### config.mk
export PLATFORM = sky130hd
export DESIGN_NAME = sha256_msg_pad
export DESIGN_NICKNAME = d
export VERILOG_FILES = /design/src/rtl/sha256_pkg.sv /design/src/rtl/sha256_pad_mask.sv /design/src/rtl/sha256_msg_pad.sv
export SDC_FILE = /design/constraint.sdc
export NUM_CORES = 1
export LEC_CHECK = 0
export CORE_MARGIN = 2
export CORE_UTILIZATION = 40
export DETAILED_ROUTE_END_ITERATION = 8
export PLACE_DENSITY = 0.64
export SYNTH_ARGS = -nofsm -noshare
export SYNTH_HDL_FRONTEND = slang
export SYNTH_SLANG_ARGS = --single-unit
export TNS_END_PERCENT = 20
### constraint.sdc
create_clock -name clk -period 3.51 [get_ports clk]
set_clock_uncertainty 0.2 [all_clocks]
set_input_delay 1.053 -clock clk [delete_from_list [all_inputs] [get_ports clk]]
set_output_delay 1.053 -clock clk [all_outputs]
set_load 0.01 [all_outputs]
### src/rtl/sha256_pkg.sv
// Shared types and constants for the SHA-256 message padding front end.
package sha256_pkg;

   typedef logic [31:0] word_t;

   localparam int unsigned BLK_WORDS = 16;
   localparam int unsigned WIDX_W    = $clog2(BLK_WORDS);

   typedef logic [WIDX_W-1:0] widx_t;

   localparam widx_t LEN_HI_IDX = widx_t'(14);
   localparam widx_t LEN_LO_IDX = widx_t'(15);
   localparam word_t PAD_MARK   = 32'h8000_0000;

   typedef enum logic [2:0] {
      S_DATA,
      S_MARK,
      S_ZERO,
      S_LEN_HI,
      S_LEN_LO
   } state_e;

   // Byte counts above a full word collapse to a full word.
   function automatic logic [2:0] clamp_nbytes(input logic [2:0] n);
      return (n > 3'd4) ? 3'd4 : n;
   endfunction

endpackage

### src/rtl/sha256_pad_mask.sv
// Builds the final message word: keeps the valid bytes, places the 0x80 marker
// right after them and zeroes the rest.
module sha256_pad_mask
   import sha256_pkg::*;
(
   input  word_t      data_i,
   input  logic [2:0] nbytes_i,
   output word_t      data_o
);

   logic [2:0] n;

   assign n = clamp_nbytes(nbytes_i);

   always_comb begin
      data_o = '0;
      for (int k = 0; k < 4; k++) begin
         if (3'(k) < n) begin
            data_o[31-8*k -: 8] = data_i[31-8*k -: 8];
         end else if (3'(k) == n) begin
            data_o[31-8*k -: 8] = 8'h80;
         end
      end
   end

endmodule

### src/rtl/sha256_msg_pad.sv
// SHA-256 message padder: streams message words in and emits padded 16-word
// blocks through a single registered output stage.
module sha256_msg_pad
   import sha256_pkg::*;
#(
   parameter int unsigned LEN_W = 64
) (
   input  logic        clk,
   input  logic        rst_n,
   input  logic        in_valid,
   output logic        in_ready,
   input  logic [31:0] in_data,
   input  logic        in_last,
   input  logic [2:0]  in_nbytes,
   output logic        out_valid,
   input  logic        out_ready,
   output logic [31:0] out_data,
   output logic        out_first,
   output logic        out_blk_last,
   output logic        out_msg_last,
   output logic        busy
);

   state_e           state_q, state_d;
   widx_t            widx_q, widx_d;
   logic [LEN_W-1:0] cnt_q, cnt_d;
   logic             out_valid_q, out_valid_d;
   word_t            out_data_q, out_data_d;
   logic             out_first_q, out_first_d;
   logic             out_blk_last_q, out_blk_last_d;
   logic             out_msg_last_q, out_msg_last_d;
   logic             busy_q, busy_d;
   logic             en_q;

   logic       load;
   logic       accept;
   logic       gen;
   logic       zero_end;
   logic [2:0] nb;
   word_t      mask_word;
   word_t      word_sel;
   logic [63:0] len64;
   state_e     tail_state;

   sha256_pad_mask u_pad_mask (
      .data_i   (in_data),
      .nbytes_i (in_nbytes),
      .data_o   (mask_word)
   );

   // en_q keeps in_ready low while reset is asserted and for the first edge after it.
   assign load       = !out_valid_q || out_ready;
   assign in_ready   = en_q && (state_q == S_DATA) && load;
   assign accept     = in_valid && in_ready;
   assign gen        = (state_q == S_DATA) ? accept : load;
   assign nb         = clamp_nbytes(in_nbytes);
   assign zero_end   = (widx_q == LEN_HI_IDX - widx_t'(1));
   assign tail_state = zero_end ? S_LEN_HI : S_ZERO;
   assign len64      = 64'(cnt_q);

   assign out_valid    = out_valid_q;
   assign out_data     = out_data_q;
   assign out_first    = out_first_q;
   assign out_blk_last = out_blk_last_q;
   assign out_msg_last = out_msg_last_q;
   assign busy         = busy_q;

   always_ff @(posedge clk or negedge rst_n) begin
      if (!rst_n) begin
         state_q        <= S_DATA;
         widx_q         <= '0;
         cnt_q          <= '0;
         out_valid_q    <= 1'b0;
         out_data_q     <= '0;
         out_first_q    <= 1'b0;
         out_blk_last_q <= 1'b0;
         out_msg_last_q <= 1'b0;
         busy_q         <= 1'b0;
         en_q           <= 1'b0;
      end else begin
         state_q        <= state_d;
         widx_q         <= widx_d;
         cnt_q          <= cnt_d;
         out_valid_q    <= out_valid_d;
         out_data_q     <= out_data_d;
         out_first_q    <= out_first_d;
         out_blk_last_q <= out_blk_last_d;
         out_msg_last_q <= out_msg_last_d;
         busy_q         <= busy_d;
         en_q           <= 1'b1;
      end
   end

   always_comb begin : p_next_state
      state_d = state_q;
      unique case (state_q)
         S_DATA: begin
            if (accept && in_last) begin
               state_d = (nb == 3'd4) ? S_MARK : tail_state;
            end
         end
         S_MARK:   if (gen) state_d = tail_state;
         S_ZERO:   if (gen && zero_end) state_d = S_LEN_HI;
         S_LEN_HI: if (gen) state_d = S_LEN_LO;
         S_LEN_LO: if (gen) state_d = S_DATA;
         default:  state_d = S_DATA;
      endcase
   end

   always_comb begin : p_datapath
      unique case (state_q)
         S_DATA:   word_sel = in_last ? mask_word : in_data;
         S_MARK:   word_sel = PAD_MARK;
         S_ZERO:   word_sel = '0;
         S_LEN_HI: word_sel = len64[63:32];
         S_LEN_LO: word_sel = len64[31:0];
         default:  word_sel = '0;
      endcase

      out_valid_d    = out_valid_q;
      out_data_d     = out_data_q;
      out_first_d    = out_first_q;
      out_blk_last_d = out_blk_last_q;
      out_msg_last_d = out_msg_last_q;
      widx_d         = widx_q;
      if (gen) begin
         out_valid_d    = 1'b1;
         out_data_d     = word_sel;
         out_first_d    = (widx_q == '0);
         out_blk_last_d = (widx_q == LEN_LO_IDX);
         out_msg_last_d = (state_q == S_LEN_LO);
         widx_d         = widx_q + widx_t'(1);
      end else if (out_ready) begin
         out_valid_d = 1'b0;
      end

      cnt_d = cnt_q;
      if (accept) begin
         cnt_d = cnt_q + (in_last ? LEN_W'({nb, 3'b000}) : LEN_W'(32));
      end else if (gen && (state_q == S_LEN_LO)) begin
         cnt_d = '0;
      end

      // A new message may start in the same cycle the length word leaves.
      busy_d = busy_q;
      if (out_valid_q && out_ready && out_msg_last_q) busy_d = 1'b0;
      if (accept) busy_d = 1'b1;
   end

endmodule
==> impl_metrics.env <==
export IMPL_status="complete, no violations"
export IMPL_stdcell_area_mm2=0.006874
export IMPL_setup_violations=0
export IMPL_worstRegToRegCells=5
export IMPL_cts_tree="done"
export IMPL_regToRegSetupSlack_ns=0.72
export IMPL_crit_fanout=5
export IMPL_path_class="in2reg"
export IMPL_start_util_pct=40.78
export IMPL_wl_met1_um=6894
export IMPL_yosys_warnings=0
export IMPL_ys_types=44
export IMPL_tightest_slew_ns=0.7914
export IMPL_sw_frac_of_total_pct=33.96
export IMPL_core_mm2=0.01319
export IMPL_ys_top_cells_by_count="dfrtp_1, nand2_1, o21ai_0"
export IMPL_synth_top_area_share_pct=49.31
export IMPL_placed_cell_area_mm2=0.006556
export IMPL_clkTransAtPathRegs_ns=0.07
export IMPL_crit_start="in_last"
export IMPL_grt_total_usage_pct=22.38
export IMPL_cp_end_kind="flop"
export IMPL_vias=4810
export IMPL_power_mw=3.893
export IMPL_syn_num_nets=603
export IMPL_min_delay_start="busy$_DFFE_PN0P_"
export IMPL_clockBufferDepth=2
export IMPL_cts_sinks=106
export IMPL_place_gp_congestion=0.8767
export IMPL_wl_per_cell_um=18.24
export IMPL_slew_headroom_pct=47.24
export IMPL_wl_um=15190
export IMPL_maxCapViolCount=0
export IMPL_period_needed_ns=3.349
export IMPL_cellPowerDensity_mw_per_mm2=566.3
export IMPL_p_int_mw=2.571
export IMPL_power_leakage_nw=2.968
export IMPL_grt_max_degree=48
export IMPL_r2r_end="cnt_q[46]$_DFFE_PN0P_"
export IMPL_synth_async_sr_flop_share_pct=100.0
export IMPL_critPathArrivalTime_ns=3.38
export IMPL_seq_area_frac_synth_pct=49.31
export IMPL_antennaDiodeCount=0
export IMPL_cts_buffers=9
export IMPL_synth_area_mm2=0.005379
export IMPL_antenna_found_initial=0
export IMPL_htree_num_levels=3
export IMPL_ir_drop_uv=238.6
export IMPL_drive_gt1_share_pct=10.50
export IMPL_post_dp_hpwl_um=10980
export IMPL_grt_pass1_vias=4819
export IMPL_clk_latency_ns=0.36
export IMPL_yosys_top_cells_area="dfrtp_1, nand2_1, mux2i_1, a222oi_1, o21ai_0"
export IMPL_synth_edf_count=0
export IMPL_fin_crit_sh_pct=95.42
export IMPL_power_switching_mw=1.322
export IMPL_ios=78
export IMPL_fin_nets=700
export IMPL_ant_nets=0
export IMPL_r2r_start="state_q[0]$_DFFE_PN0P_"
export IMPL_grt_first_pass_wirelength_um=25160
export IMPL_drcViolationCount=0
export IMPL_die_area_mm2=0.01439
export IMPL_fmax_mhz=298.6
export IMPL_hold_buffers=0
export IMPL_root_buffer="clkbuf_16"
export IMPL_cp_start_kind="input port"
export IMPL_portBuffers=77
export IMPL_synth_area_leader_cell="dfrtp_1"
export IMPL_rsz0062_at_grt="false"
export IMPL_area_growth_syn_to_layout_pct=27.80
export IMPL_tns_ns=0
export IMPL_finalHoldViolCount=0
export IMPL_power_share_clock_pct=25.3
export IMPL_synthFlopType="dfrtp_1"
export IMPL_ys_ff_latch=106
export IMPL_fp_dieH_um=120.0
export IMPL_grt_ovfl_total=0
export IMPL_worstPathRequired_ns=3.54
export IMPL_wl_met2_um=7176
export IMPL_drv_slew=0
export IMPL_power_frac_comb_pct=33.6
export IMPL_synthCells=556
export IMPL_seqPwrFrac_pct=41.2
export IMPL_min_path_type="reg2reg"
export IMPL_die_w_um=120.0
export IMPL_avgSynthCellArea_um2=9.674
export IMPL_fillers=1210
export IMPL_routed_top_layer="met4"
export IMPL_wl_met3_um=866
export IMPL_critPathCapture="cnt_q[46]$_DFFE_PN0P_"
export IMPL_row_count=42
export IMPL_vias_per_cell=5.774
export IMPL_holdPathStages=1
export IMPL_drt_pass1_iter_count=5
export IMPL_initialDrtViolationCount=397
how the worst min path moves through the flow:
stage / end / slack [ns]
after global routing: out_data[9]$_DFFE_PN0N_ / 0.31
after CTS: out_data[15]$_DFFE_PN0N_ / 0.28
after global placement: out_data[15]$_DFFE_PN0N_ / 0.26
after detailed placement: out_data[15]$_DFFE_PN0N_ / 0.27
after floorplan: cnt_q[63]$_DFFE_PN0P_ / 0.25
final: busy$_DFFE_PN0P_ / 0.28
final cells by class:
class	count	area, µm²	share of cell area, %
sequential	106	2653	38.59
multi-input combinational	413	2616	38.06
timing repair buffer	116	1076	15.65
clock buffer	14	274.0	3.986
tap	176	220.2	3.203
inverter	7	26.28	0.3822
clock inverter	1	8.758	0.1274
per-stage QoR:
step / worst slack (ns) / cells / hold slack, ns / util [%]
detailed placement: -0.3289 / 818 / 0.2680 / 49.71
global placement: -0.2449 / 818 / 0.2597 / 49.71
global route: 0.01429 / 833 / 0.3079 / 52.12
finish: 0.1609 / 833 / 0.2769 / 52.12
CTS: 0.03597 / 833 / 0.2828 / 51.84
floorplan: 0.1374 / 556 / 0.2490 / -
cells in the final DEF (no fill, tap or decap), types with 17 or more instances in the layout:
| cell | count |
|---|---|
| nand3_1 | 35 |
| nand4_1 | 21 |
| dfrtp_1 | 106 |
| o21ai_0 | 43 |
| nand2_1 | 106 |
| buf_4 | 38 |
| nor2_1 | 17 |
| clkdlybuf4s50_1 | 75 |
| mux2i_1 | 33 |
| a222oi_1 | 27 |
critical path, cell delays in order:
cell and delay, ns:
clkdlybuf4s50_1 0.44, nor2b_2 0.18, buf_4 0.14, and2_1 0.18, ha_1 0.29, nand3_1 0.09
a21oi_1 0.16, buf_4 0.17, and3_1 0.34, nand4_1 0.19, mux2i_1 0.15
per-layer routing:
layer / vias to the layer above / track usage (%)
met3: 20 / 3.850
met5: - / 0
met4: 0 / 8.603
li1: 2284 / -
met2: 161 / 35.51
met1: 2345 / 30.61
power groups by stage:
| stage | logic (mW) | clock network (mW) | registers (mW) |
|---|---|---|---|
| after floorplan | 0.592 | 0 | 1.65 |
| after global placement | 1.28 | 0 | 1.61 |
| after detailed placement | 1.29 | 0 | 1.62 |
| after CTS | 1.30 | 1.00 | 1.60 |
| after global routing | 1.43 | 1.05 | 1.63 |
| final | 1.31 | 0.984 | 1.60 |
flip-flops by register name (all words and copies together), names as in the netlist:
name          flops
widx_q            4
busy              1
out_valid         1
cnt_q            61
state_q           3
en_q              1
out_data         32
out_blk_last      1
out_msg_last      1
out_first         1
cell families (layout without fill, tap and decap cells):
family,count (synthesis),in the layout,share of synthesized area [%]
xor gates and xnor gates,6,6,0.9771
muxes,34,34,6.350
and+or+nand+nor,236,236,21.96
AOI/OAI and AO/OA,129,129,16.75
adders and majority gates,7,7,1.768
other,1,1,0.06972
buffers and inverters,37,138,2.815
DFF,106,106,49.31
what timing repair did:
action                     4_1_cts  5_1_grt
buffers inserted                 0        0
setup endpoints to repair        1       23
gates resized for setup          1        9
No activity file was read; power rests on OpenSTA's default activity.
